$ cat config.mk
export PLATFORM = sky130hd
export DESIGN_NAME = clk_or4_src_sel_ctrl
export DESIGN_NICKNAME = d
export VERILOG_FILES = /design/src/rtl/clk_or4_src_sel_ctrl.sv
export SDC_FILE = /design/constraint.sdc
export NUM_CORES = 1
export LEC_CHECK = 0
export BUFFER_PORTS_ARGS = -buffer_cell sky130_fd_sc_hd__clkbuf_2
export CORE_AREA = 3 3 40 42
export DETAILED_ROUTE_END_ITERATION = 10
export DIE_AREA = 0 0 43 45
export PLACE_DENSITY_LB_ADDON = 0.12
export SYNTH_ARGS = -nofsm -noshare
export SYNTH_HDL_FRONTEND = slang
export SYNTH_SLANG_ARGS = --single-unit
$ cat constraint.sdc
create_clock -name i_clk -period 3.43 [get_ports i_clk]
set_input_delay 0.5145 -clock i_clk [delete_from_list [all_inputs] [get_ports i_clk]]
set_output_delay 0.5145 -clock i_clk [all_outputs]
set_load 0.05 [all_outputs]
$ cat src/rtl/clk_or4_src_sel_ctrl.sv
`default_nettype none
// ============================================================================
// Module   : clk_or4_src_sel_ctrl
// Purpose  : Break-before-make select controller for a 4-input clock OR cell.
//            Produces four one-hot clock-gate enables. On a switch, the old
//            enable drops, all enables stay low for SWITCH_WAIT cycles so the
//            old gated clock can drain, and then the new enable rises.
// Ports    : i_clk      control clock (free-running)
//            i_rst      synchronous active-high reset
//            i_req      switch request, sampled only while idle
//            i_sel[1:0] requested source index, valid with i_req
//            i_off      (CLK_OR4_SRC_SEL_OFF_EN only) request all-off
//            o_ack      one-cycle completion pulse
//            o_busy     high while draining
//            o_en[3:0]  one-hot (or all-zero) clock-gate enables
//            o_cur_sel  index of the currently enabled source
// Options  : define CLK_OR4_SRC_SEL_OFF_EN to add the i_off port and OFF state
// Revision : 1.0 - initial release
// ============================================================================
module clk_or4_src_sel_ctrl #(
    parameter int SWITCH_WAIT = 4,
    parameter int CNT_W       = 4,
    parameter int RESET_SEL   = 0
) (
    input  logic       i_clk,
    input  logic       i_rst,
    input  logic       i_req,
    input  logic [1:0] i_sel,
`ifdef CLK_OR4_SRC_SEL_OFF_EN
    input  logic       i_off,
`endif
    output logic       o_ack,
    output logic       o_busy,
    output logic [3:0] o_en,
    output logic [1:0] o_cur_sel
);

    generate
        if (SWITCH_WAIT < 1 || SWITCH_WAIT > (2**CNT_W) - 1) begin : g_bad_switch_wait
            $error("clk_or4_src_sel_ctrl: SWITCH_WAIT out of range");
        end
        if (RESET_SEL < 0 || RESET_SEL > 3) begin : g_bad_reset_sel
            $error("clk_or4_src_sel_ctrl: RESET_SEL out of range");
        end
    endgenerate

    localparam logic [CNT_W-1:0] c_WAIT      = CNT_W'(SWITCH_WAIT);
    localparam logic [CNT_W-1:0] c_CNT_ONE   = CNT_W'(1);
    localparam logic [1:0]       c_RESET_SEL = 2'(RESET_SEL);
    localparam logic [3:0]       c_RESET_EN  = 4'b0001 << c_RESET_SEL;

    typedef enum logic [1:0] {
        ST_IDLE  = 2'd0,
`ifdef CLK_OR4_SRC_SEL_OFF_EN
        ST_OFF   = 2'd2,
`endif
        ST_DRAIN = 2'd1
    } state_t;

    state_t           r_state, w_state;
    logic [CNT_W-1:0] r_cnt,   w_cnt;
    logic [1:0]       r_tgt,   w_tgt;
    logic [3:0]       r_en,    w_en;
    logic [1:0]       r_cur,   w_cur;
    logic             r_ack,   w_ack;
    logic             r_busy,  w_busy;
`ifdef CLK_OR4_SRC_SEL_OFF_EN
    logic             r_tgt_off, w_tgt_off;
`endif

    // Next-state and next-output logic. Every output is taken from a
    // register, so nothing here reaches a port combinationally.
    always_comb begin
        w_state = r_state;
        w_cnt   = r_cnt;
        w_tgt   = r_tgt;
        w_en    = r_en;
        w_cur   = r_cur;
        w_ack   = 1'b0;
        w_busy  = r_busy;
`ifdef CLK_OR4_SRC_SEL_OFF_EN
        w_tgt_off = r_tgt_off;
`endif
        case (r_state)
            ST_IDLE: begin
                if (i_req) begin
`ifdef CLK_OR4_SRC_SEL_OFF_EN
                    if (!i_off && i_sel == r_cur && r_en != 4'b0000) begin
`else
                    if (i_sel == r_cur && r_en != 4'b0000) begin
`endif
                        // Already running from this source: acknowledge only.
                        w_ack = 1'b1;
                    end else begin
                        w_tgt   = i_sel;
                        w_en    = 4'b0000;
                        w_busy  = 1'b1;
                        w_cnt   = c_WAIT;
                        w_state = ST_DRAIN;
`ifdef CLK_OR4_SRC_SEL_OFF_EN
                        w_tgt_off = i_off;
`endif
                    end
                end
            end
            ST_DRAIN: begin
                if (r_cnt == c_CNT_ONE) begin
                    // Last drain cycle: new enable and ack land together.
                    w_busy = 1'b0;
                    w_ack  = 1'b1;
`ifdef CLK_OR4_SRC_SEL_OFF_EN
                    if (r_tgt_off) begin
                        // Stay dark; o_cur_sel keeps the last enabled index.
                        w_state = ST_OFF;
                    end else begin
                        w_en    = 4'b0001 << r_tgt;
                        w_cur   = r_tgt;
                        w_state = ST_IDLE;
                    end
`else
                    w_en    = 4'b0001 << r_tgt;
                    w_cur   = r_tgt;
                    w_state = ST_IDLE;
`endif
                end else begin
                    w_cnt = r_cnt - c_CNT_ONE;
                end
            end
`ifdef CLK_OR4_SRC_SEL_OFF_EN
            ST_OFF: begin
                if (i_req) begin
                    if (i_off) begin
                        // Already off: nothing to drain.
                        w_ack = 1'b1;
                    end else begin
                        w_tgt     = i_sel;
                        w_tgt_off = 1'b0;
                        w_busy    = 1'b1;
                        w_cnt     = c_WAIT;
                        w_state   = ST_DRAIN;
                    end
                end
            end
`endif
            default: begin
                w_state = ST_IDLE;
            end
        endcase
    end

    always_ff @(posedge i_clk) begin
        if (i_rst) begin
            r_state <= ST_IDLE;
            r_cnt   <= '0;
            r_tgt   <= c_RESET_SEL;
            r_en    <= c_RESET_EN;
            r_cur   <= c_RESET_SEL;
            r_ack   <= 1'b0;
            r_busy  <= 1'b0;
`ifdef CLK_OR4_SRC_SEL_OFF_EN
            r_tgt_off <= 1'b0;
`endif
        end else begin
            r_state <= w_state;
            r_cnt   <= w_cnt;
            r_tgt   <= w_tgt;
            r_en    <= w_en;
            r_cur   <= w_cur;
            r_ack   <= w_ack;
            r_busy  <= w_busy;
`ifdef CLK_OR4_SRC_SEL_OFF_EN
            r_tgt_off <= w_tgt_off;
`endif
        end
    end

    assign o_ack     = r_ack;
    assign o_busy    = r_busy;
    assign o_en      = r_en;
    assign o_cur_sel = r_cur;

endmodule
`default_nettype wire

==> impl_metrics.tcl <==
set metrics [dict create \
    final_hold_viol_count 0 \
    synthesis.nets 75 \
    rows 13 \
    fillers 121 \
    worstHoldStart "o_en[1]$_SDFFE_PP0P_" \
    hold_buffers 0 \
    rsz0062_at_grt "false" \
    grt_antenna_before_repair 0 \
    setup_tns_ns 0 \
    mostFrequentLayoutCell "dfxtp_1" \
    drive_above_1_share_pct 26.5 \
    postCtsSetupBuffers 0 \
    routedWlPerCell_um 12.4 \
    reg2reg_depth 7 \
    layout.cells.most_common_list "14 x dfxtp_1, 12 x clkbuf_2, 8 x nand2_1" \
    cts.sinks 14 \
    fmax_mhz 577 \
    drt_iter0_markers 8 \
    cts-root-buf "clkbuf_4" \
    clkTransAtPathRegs_ns 0.09 \
    fin_ws_ns 1.70 \
    htreeDepth 1 \
    powerDensity_mw_per_mm2 484 \
    ctsResizeCount 0 \
    p_sw_share_pct 28.2 \
    hold_depth 2 \
    period_needed_ns 1.73 \
    worstHoldEndpoint "o_en[1]$_SDFFE_PP0P_" \
    initial_core_util_pct 50.2 \
    irDropWorstVdd_mv 0.303 \
    crit_path_max_fanout 7 \
    combPwrFrac_pct 17.8 \
    yosysWarningCount 0 \
    dieHeight_um 45 \
    worst_pin_slew_ns 0.521 \
    postRouteAntennaNets 0 \
    grt_max_degree 15 \
    leakagePower_nw 0.307 \
    multi_input_area_um2 349 \
    syn_area_um2 646 \
    crit_type "register to register" \
    via_per_inst 5.49 \
    regArea_um2 280 \
    setup_viol 0 \
    die_width_um 43 \
    hold_path_class "register to register" \
    io_pins 13 \
    tritoncts "done" \
    ys_seq_area_share_pct 43.4 \
    yosysUniqueCellTypes 26 \
    via_count 538 \
    coreArea_mm2 0.00128 \
    antennaDiodeCount 0 \
    overflow 0 \
    syn-instance-count 68 \
    arrival_ns 1.88 \
    start_kind "register" \
    finClkSkew_ns 0.00336 \
    status "complete, no violations" \
    finalCritPeriodShare_pct 50.5 \
    cp-end-kind "register" \
    r2r_end "r_cnt[2]$_SDFFE_PP0P_" \
    port-buffer-count 12 \
    rr_startpoint "r_cnt[1]$_SDFFE_PP0P_" \
    place_ws_ns 1.65 \
    insertion_delay_ns 0.27 \
    grt_pass1_vias 490 \
    p_clk_share_pct 31.9 \
    routed_wl_um 1220 \
    cts_buffer_depth 2 \
    p_sw_w 0.000104 \
    synth-seq-cells 14 \
    dieArea_mm2 0.00194 \
    reg2reg_slack_ns 1.70 \
    cts_buffers 3 \
    place_congestion 0.763 \
    p_int_w 0.000264 \
    first_pass_iters 4 \
    whs_ns 0.470 \
    syn2layout_area_growth_pct 17.6 \
    max-slew-margin-rel_pct 64.8 \
    critical_path_required_ns 3.57 \
    power.share.sequential_pct 50.3 \
    dp_hpwl_um 909 \
    slew_viol_final 0 \
    drc 0 \
    drv_cap 0 \
    nets 91 \
    grt_usage_pct 14.0 \
    grt_pass1_wl_um 2040 \
    syn_avg_cell_area_um2 9.49 \
]
==> worst max-delay path, stage by stage, from the launching register on <==
cell      delay (ns)
dfxtp_1         0.33
inv_1           0.11
ha_1            0.20
nor4bb_1        0.45
buf_4           0.26
nor3_1          0.06
a21oi_1         0.11
a21oi_1         0.08
==> sequential cells by signal, summed over array words and instances (netlist names) <==
signal and cells:
r_cnt 4, o_ack 1, o_en 4, r_tgt 2, o_busy 1, o_cur_sel 2
==> through the flow <==
stage / util, % / cell area [um2] / power (W) / cells
2_1_floorplan: - / 646 / 0.000238 / 68
3_3_place_gp: 56.3 / 723 / 0.000253 / 94
3_5_place_dp: 56.3 / 723 / 0.000254 / 94
4_1_cts: 59.1 / 759 / 0.000371 / 98
5_1_grt: 59.1 / 759 / 0.000387 / 98
6_report: 59.1 / 759 / 0.000367 / 98
==> routing by layer <==
metal | part of all wire [%] | up-vias | track usage, %
met3 | 4.5 | 0 | 3.59
li1 | - | 275 | -
met2 | 42 | 15 | 21.0
met5 | 0 | - | 0
met4 | 0 | 0 | 5.42
met1 | 54 | 248 | 19.5
==> worst max-delay path by stage <==
stage | from | depth (start not counted) | endpoint | slack, ns
4_1_cts | r_cnt[1]$_SDFFE_PP0P_ | 7 | r_cnt[2]$_SDFFE_PP0P_ | 1.71
5_1_grt | r_cnt[1]$_SDFFE_PP0P_ | 7 | r_cnt[2]$_SDFFE_PP0P_ | 1.59
3_3_place_gp | i_sel[1] | 5 | r_cnt[0]$_SDFFE_PP0P_ | 1.67
6_report | r_cnt[1]$_SDFFE_PP0P_ | 7 | r_cnt[2]$_SDFFE_PP0P_ | 1.70
3_5_place_dp | i_sel[1] | 5 | r_cnt[0]$_SDFFE_PP0P_ | 1.65
2_1_floorplan | o_cur_sel[1]$_SDFFE_PP0P_ | 4 | r_cnt[0]$_SDFFE_PP0P_ | 1.63
==> power groups by stage <==
| stage | logic, W | registers [W] | clock network [W] |
|---|---|---|---|
| global placement | 0.0000649 | 0.000188 | 0 |
| detailed placement | 0.0000656 | 0.000188 | 0 |
| finish | 0.0000654 | 0.000185 | 0.000117 |
| global route | 0.0000731 | 0.000187 | 0.000127 |
| CTS | 0.0000658 | 0.000185 | 0.000120 |
| floorplan | 0.0000409 | 0.000197 | 0 |
==> kinds of logic after synthesis <==
kind of cell	synth area share [%]
compound gates	16.3
buf+inv	2.52
mux	3.10
xor+xnor	2.71
fa+ha+maj	3.88
flops	43.4
simple gates	28.1
==> cell type report <==
type	instances	area share [%]
clock buffer	4	4.78
multi-input combinational	50	46.0
inverter	2	0.988
sequential	14	36.9
tap	15	2.47
timing repair buffer	13	8.90
==> cell usage after synthesis (all sizes together) <==
cell	count	area share [%]
dfxtp	14	43
nand2	8	4.7
a21oi	7	5.4
nor2	5	2.9
nand3b	3	3.5
nor3	3	2.3
ha	2	3.9
inv	2	1.2
mux2i	2	3.1
nand3	2	1.6
nor2b	2	1.9
o31ai	2	3.9
or4b	2	3.1
xor2	2	2.7
a211oi	1	1.2
a311o	1	1.6
a31oi	1	0.97
buf	1	0.77
clkbuf	1	0.58
nand2b	1	0.97
nor3b	1	2.9
nor4	1	0.97
nor4bb	1	1.6
o21ai	1	0.77
o32ai	1	2.5
or4	1	1.7
Note: power is estimated with default switching activity, not from simulation.
